===== config.mk =====
export PLATFORM = sky130hd
export DESIGN_NAME = path_deque
export DESIGN_NICKNAME = d
export VERILOG_FILES = /design/src/rtl/maze_pkg.sv /design/src/rtl/deque_ram.sv /design/src/rtl/path_deque.sv
export SDC_FILE = /design/constraint.sdc
export NUM_CORES = 1
export LEC_CHECK = 0
export BUFFER_PORTS_ARGS = -buffer_cell sky130_fd_sc_hd__buf_2
export CORE_MARGIN = 4
export CORE_UTILIZATION = 30
export CTS_BUF_LIST = sky130_fd_sc_hd__clkbuf_4
export CTS_CLUSTER_SIZE = 24
export DETAILED_ROUTE_END_ITERATION = 16
export PLACE_DENSITY_LB_ADDON = 0.1
export SLEW_MARGIN = 20
export SYNTH_ARGS = -nofsm -noshare
export SYNTH_HDL_FRONTEND = slang
export SYNTH_HIERARCHICAL = 1
export SYNTH_SLANG_ARGS = --single-unit

===== constraint.sdc =====
create_clock -name Clk -period 4.85 [get_ports Clk]
set_input_delay 0.485 -clock Clk [delete_from_list [all_inputs] [get_ports Clk]]
set_output_delay 0.485 -clock Clk [all_outputs]
set_load 0.05 [all_outputs]

===== src/rtl/maze_pkg.sv =====
// Types and constants shared between the maze-solver controller and its path store.
package maze_pkg;

    typedef enum logic [1:0] {
        UP    = 2'b00,
        RIGHT = 2'b01,
        LEFT  = 2'b10,
        DOWN  = 2'b11
    } dir_t;

    localparam int MAZE_DEPTH = 256;
    localparam int DIR_W      = $bits(dir_t);

endpackage


===== src/rtl/deque_ram.sv =====
// Register-array storage for the path deque: one synchronous write port and
// two combinational read ports (back and front).
module deque_ram #(
    parameter int DEPTH  = 256,
    parameter int DATA_W = 2,
    parameter int ADDR_W = $clog2(DEPTH)
) (
    input  logic              Clk,
    input  logic              i_we,
    input  logic [ADDR_W-1:0] i_waddr,
    input  logic [DATA_W-1:0] i_wdata,
    input  logic [ADDR_W-1:0] i_raddr_back,
    input  logic [ADDR_W-1:0] i_raddr_front,
    output logic [DATA_W-1:0] o_rdata_back,
    output logic [DATA_W-1:0] o_rdata_front
);

    // Contents are don't-care after reset, so the array carries no reset.
    logic [DATA_W-1:0] r_mem [DEPTH];

    always_ff @(posedge Clk) begin
        if (i_we)
            r_mem[i_waddr] <= i_wdata;
    end

    assign o_rdata_back  = r_mem[i_raddr_back];
    assign o_rdata_front = r_mem[i_raddr_front];

endmodule


===== src/rtl/path_deque.sv =====
// Direction-history deque: stack at the back for search/backtrack, FIFO at the
// front for path replay. Popped data and status are registered.
module path_deque
    import maze_pkg::*;
#(
    parameter  int DEPTH  = MAZE_DEPTH,
    parameter  int DATA_W = DIR_W,
    localparam int ADDR_W = $clog2(DEPTH)
) (
    input  logic              Clk,
    input  logic              Rst,
    input  logic              clr,
    input  logic              push,
    input  logic [DATA_W-1:0] din,
    input  logic              pop_back,
    input  logic              pop_front,
    output logic [DATA_W-1:0] back_data,
    output logic              back_valid,
    output logic [DATA_W-1:0] front_data,
    output logic              front_valid,
    output logic              empty,
    output logic              full,
    output logic [ADDR_W:0]   count,
    output logic              overflow,
    output logic              underflow
);

    localparam logic [ADDR_W-1:0] PTR_ONE  = ADDR_W'(1);
    localparam logic [ADDR_W:0]   CNT_ONE  = (ADDR_W+1)'(1);
    localparam logic [ADDR_W:0]   CNT_FULL = (ADDR_W+1)'(DEPTH);

    logic [ADDR_W-1:0] r_head, r_tail;
    logic [ADDR_W:0]   r_count;
    logic              r_empty, r_full;
    logic [DATA_W-1:0] r_back_data, r_front_data;
    logic              r_back_valid, r_front_valid;
    logic              r_overflow, r_underflow;

    logic              w_has, w_two;
    logic              w_push_ok, w_pb_ok, w_pf_ok;
    logic              w_refuse_push, w_refuse_pop;
    logic [ADDR_W-1:0] w_tail_m1, w_wr_addr;
    logic [ADDR_W-1:0] w_tail_nxt, w_head_nxt;
    logic [ADDR_W:0]   w_cnt_nxt;
    logic [DATA_W-1:0] w_back_rd, w_front_rd;

    // Acceptance is decided entirely on the pre-edge occupancy.
    always_comb begin
        w_has   = (r_count != '0);
        w_two   = (r_count > CNT_ONE);
        w_pb_ok = pop_back && w_has;
        if (push && pop_back)
            w_pf_ok = pop_front && w_has;
        else if (pop_back)
            w_pf_ok = pop_front && w_two;
        else
            w_pf_ok = pop_front && w_has;
        // A same-cycle pop frees the slot, so a push is taken even when full.
        w_push_ok     = push && (!r_full || w_pb_ok || w_pf_ok);
        w_refuse_push = push && !w_push_ok;
        w_refuse_pop  = (pop_back && !w_pb_ok) || (pop_front && !w_pf_ok);
    end

    // push+pop_back overwrites the old back slot instead of moving the tail.
    always_comb begin
        w_tail_m1 = r_tail - PTR_ONE;
        w_wr_addr = w_pb_ok ? w_tail_m1 : r_tail;
        unique case ({w_push_ok, w_pb_ok})
            2'b10:   w_tail_nxt = r_tail + PTR_ONE;
            2'b01:   w_tail_nxt = w_tail_m1;
            default: w_tail_nxt = r_tail;
        endcase
        w_head_nxt = w_pf_ok ? r_head + PTR_ONE : r_head;
        w_cnt_nxt  = r_count + {{ADDR_W{1'b0}}, w_push_ok}
                             - {{ADDR_W{1'b0}}, w_pb_ok}
                             - {{ADDR_W{1'b0}}, w_pf_ok};
    end

    deque_ram #(
        .DEPTH  (DEPTH),
        .DATA_W (DATA_W),
        .ADDR_W (ADDR_W)
    ) u_ram (
        .Clk           (Clk),
        .i_we          (w_push_ok),
        .i_waddr       (w_wr_addr),
        .i_wdata       (din),
        .i_raddr_back  (w_tail_m1),
        .i_raddr_front (r_head),
        .o_rdata_back  (w_back_rd),
        .o_rdata_front (w_front_rd)
    );

    always_ff @(posedge Clk or posedge Rst) begin
        if (Rst) begin
            r_head        <= '0;
            r_tail        <= '0;
            r_count       <= '0;
            r_empty       <= 1'b1;
            r_full        <= 1'b0;
            r_back_data   <= '0;
            r_back_valid  <= 1'b0;
            r_front_data  <= '0;
            r_front_valid <= 1'b0;
            r_overflow    <= 1'b0;
            r_underflow   <= 1'b0;
        end else if (clr) begin
            r_head        <= '0;
            r_tail        <= '0;
            r_count       <= '0;
            r_empty       <= 1'b1;
            r_full        <= 1'b0;
            r_back_data   <= '0;
            r_back_valid  <= 1'b0;
            r_front_data  <= '0;
            r_front_valid <= 1'b0;
            r_overflow    <= 1'b0;
            r_underflow   <= 1'b0;
        end else begin
            r_head        <= w_head_nxt;
            r_tail        <= w_tail_nxt;
            r_count       <= w_cnt_nxt;
            r_empty       <= (w_cnt_nxt == '0);
            r_full        <= (w_cnt_nxt == CNT_FULL);
            r_back_valid  <= w_pb_ok;
            r_front_valid <= w_pf_ok;
            if (w_pb_ok)
                r_back_data <= w_back_rd;
            if (w_pf_ok)
                r_front_data <= w_front_rd;
            if (w_refuse_push)
                r_overflow <= 1'b1;
            if (w_refuse_pop)
                r_underflow <= 1'b1;
        end
    end

    assign back_data   = r_back_data;
    assign back_valid  = r_back_valid;
    assign front_data  = r_front_data;
    assign front_valid = r_front_valid;
    assign empty       = r_empty;
    assign full        = r_full;
    assign count       = r_count;
    assign overflow    = r_overflow;
    assign underflow   = r_underflow;

endmodule


==> flow_summary.yaml <==
sta:
  maxSlewHeadroom_pct: 24.2
  tns_ns: 0
  min_period_ns: 4.24
  report.final.slew_viol_count: 0
  hold_viol: 0
  rsz0062_at_grt: "no"
  post-route-period-util_pct: 87.5
  fmax_mhz: 236
  fin_skew_ns: 0.0651
  setup_violations: 0
  worst_pin_slew_ns: 1.14
power:
  ir_drop_uv: 233
  p_per_area_nw_per_um2: 508
  p_leak_uw: 0.0107
clock_network:
  ctsHtreeMaxLevel: 4
  clk_pin_slew_ns: 0.07
  insertion_delay_ns: 0.99
  clock-sinks: 547
  clock_path_buffers: 3
  cts_tree: "built"
  cts_root_buffer: "clkbuf_4"
  cts_buffers: 160
worst_setup_path:
  timing.rr.start: "count[2]"
  rr_endpoint: "full"
  cp.required_ns: 5.72
  regToRegSetupSlack_ns: 0.61
  critPathLaunch: "count[2]"
  worstPathArrival_ns: 5.11
  cp_max_fo: 4
  crit_type: "reg -> reg"
  crit_path_start_kind: "flip-flop"
  worst-r2r-cell-count: 15
  cp-end-kind: "flip-flop"
logic_synthesis:
  netlist.area_leader.share_pct: 54.5
  async_flop_share_pct: 6.40
  ys_ff_latch: 547
  netlist_instances: 1932
  synthDistinctLibCells: 81
  synth_edf_count: 512
  ys_seq_area_share_pct: 57.6
  ys.warnings.count: 6
  synthFlopType: "edfxtp_1"
  yosys.area.top_type: "edfxtp_1"
  syn_area_um2: 28200
  synth.top_cells.by_area: "edfxtp_1 55%, mux4_2 14%, mux2i_1 6.5%"
  synth.net_count: 1962
  avgSynthCellArea_um2: 14.6
layout:
  layout_common_cells: "512 x edfxtp_1, 328 x nor2_1, 230 x clkbuf_4, 183 x mux2i_1, 176 x mux4_2"
  drive_above_1_share_pct: 26.7
  final-seq-area_um2: 16300
  fin_nets: 2110
  fillers: 9248
  multi_input_area_um2: 10900
  syn2layout_area_growth_pct: 14.0
  design_area_um2: 32100
  layout_commonest_cell: "edfxtp_1"
drt:
  vias: 18700
  vias_per_cell: 5.40
  wl_per_cell_um: 28.0
  drc: 0
  first_pass_iters: 7
  first_iter_violations: 1598
  drtAntennaViolNets: 0
  wl_um: 97100
global_routing:
  grt_util_all_layers_pct: 19.6
  grt_start_max_net_pins: 112
  grt_pass1_vias: 19500
  grt_antenna_before_repair: 2
  grt_pass1_wl_um: 139000
  overflow: 0
die:
  die_y_um: 315
  rows: 112
  initial_core_util_pct: 30.2
  core_area_um2: 93300
  fp.dieArea_um2: 99000
  die_x_um: 315
  io_pins: 27
placement:
  routabilityCongestion: 0.829
  placed_area_um2: 29900
  port_buffers: 26
  dp_hpwl_um: 65000
min_path:
  hold_class: "in -> async"
flow_run:
  max-cap-violations: 0
run_status:
  run_status: "finished, final reports clean"
where the power goes:
group | switching, uW | internal [uW]
clock | 2050 | 2500
sequential | 182 | 5280
combinational | 3940 | 2400
total | 6170 | 10200
what timing repair did:
action | CTS | global route
hold buffers | 9 | 0
buffers inserted | 0 | 0
gates resized for setup | 0 | 0
endpoints found under the hold margin | 70 | 0
metrics by stage:
stage | utilization, % | setup WS, ns | std cells | hold slack [ns] | power (uW)
after floorplan | - | 0.358 | 1932 | 0.540 | 9670
after global placement | 32.1 | 0.665 | 3163 | 0.511 | 11900
after detailed placement | 32.1 | 0.576 | 3163 | 0.516 | 11900
after CTS | 34.4 | 0.574 | 3461 | 0.0260 | 16600
after global routing | 34.4 | 0.278 | 3462 | 0.140 | 17200
final | 34.4 | 0.608 | 3462 | 0.172 | 16300
cells in the mapped netlist, types with 7 or more instances:
master and number:
clkbuf_1 73, nor2b_1 28, xnor2_1 12, inv_1 26
buf_12 7, o221ai_1 28, nand4_1 15, xor2_1 8
o22ai_1 29, a21oi_1 41, nor3_1 24, mux4_2 176
buf_2 29, o22a_1 8, buf_4 17, nand2_1 62
a22oi_1 10, nor4_1 16, o31ai_1 8, a211oi_1 16
edfxtp_1 512, mux2_2 8, nand3_1 32, nor2_1 329
ha_1 20, o21ai_0 23, dfrtp_1 34, mux4_1 14
nor3b_1 7, buf_6 18, mux2i_1 183
flip-flops by register name, summed over array words and instances, names as in the netlist, 2 cells and up:
signal       cells
u_ram/r_mem    512
count            9
r_head           8
r_tail           8
back_data        2
front_data       2
critical path: stages, from the launching register on:
cell and delay, ns:
dfrtp_1 0.41, inv_1 0.15, ha_1 0.17, or3b_4 0.43, or2_1 0.29, o221ai_2 0.16
inv_1 0.08, fa_1 0.50, inv_1 0.04, ha_1 0.17, ha_1 0.25, fa_1 0.43
xor2_1 0.22, nor4b_1 0.41, nand4_1 0.14, nor4b_1 0.29
how the worst max path moves through the flow:
stage,to,cells past startpoint
final,full,15
after CTS,full,15
after floorplan,full,17
after global placement,full,15
after global routing,full,15
after detailed placement,full,15
per-layer routing:
| metal | global-route usage (%) | vias to the layer above | part of all wire [%] |
|---|---|---|---|
| met3 | 4.18 | 170 | 5.9 |
| met1 | 25.8 | 9809 | 43 |
| li1 | - | 8059 | - |
| met4 | 7.73 | 2 | 3.4 |
| met5 | 0 | - | 0.012 |
| met2 | 31.6 | 657 | 48 |
final cells by class:
cell class	count	area share [%]
flip-flops and latches	547	50.6
multi-input cells	1203	34.0
clock buffers	230	5.37
well taps	1254	4.88
repair buffers	139	3.50
clock inverters	59	1.23
inverters	29	0.378
diodes	1	0.00778
logic make-up (layout without fill, tap and decap cells):
family	Yosys count	after routing	synth area share, %
multiplexers	381	381	22.2
XOR/XNOR	20	20	0.621
adder cells (fa/ha/maj)	23	23	1.07
other	0	1	0
AND/OR/NAND/NOR	556	556	8.85
AO/OA/AOI/OAI	223	223	5.88
buffers and inverters	182	457	3.76
flip-flops	547	547	57.6
Power figures use the tool's default switching activity.
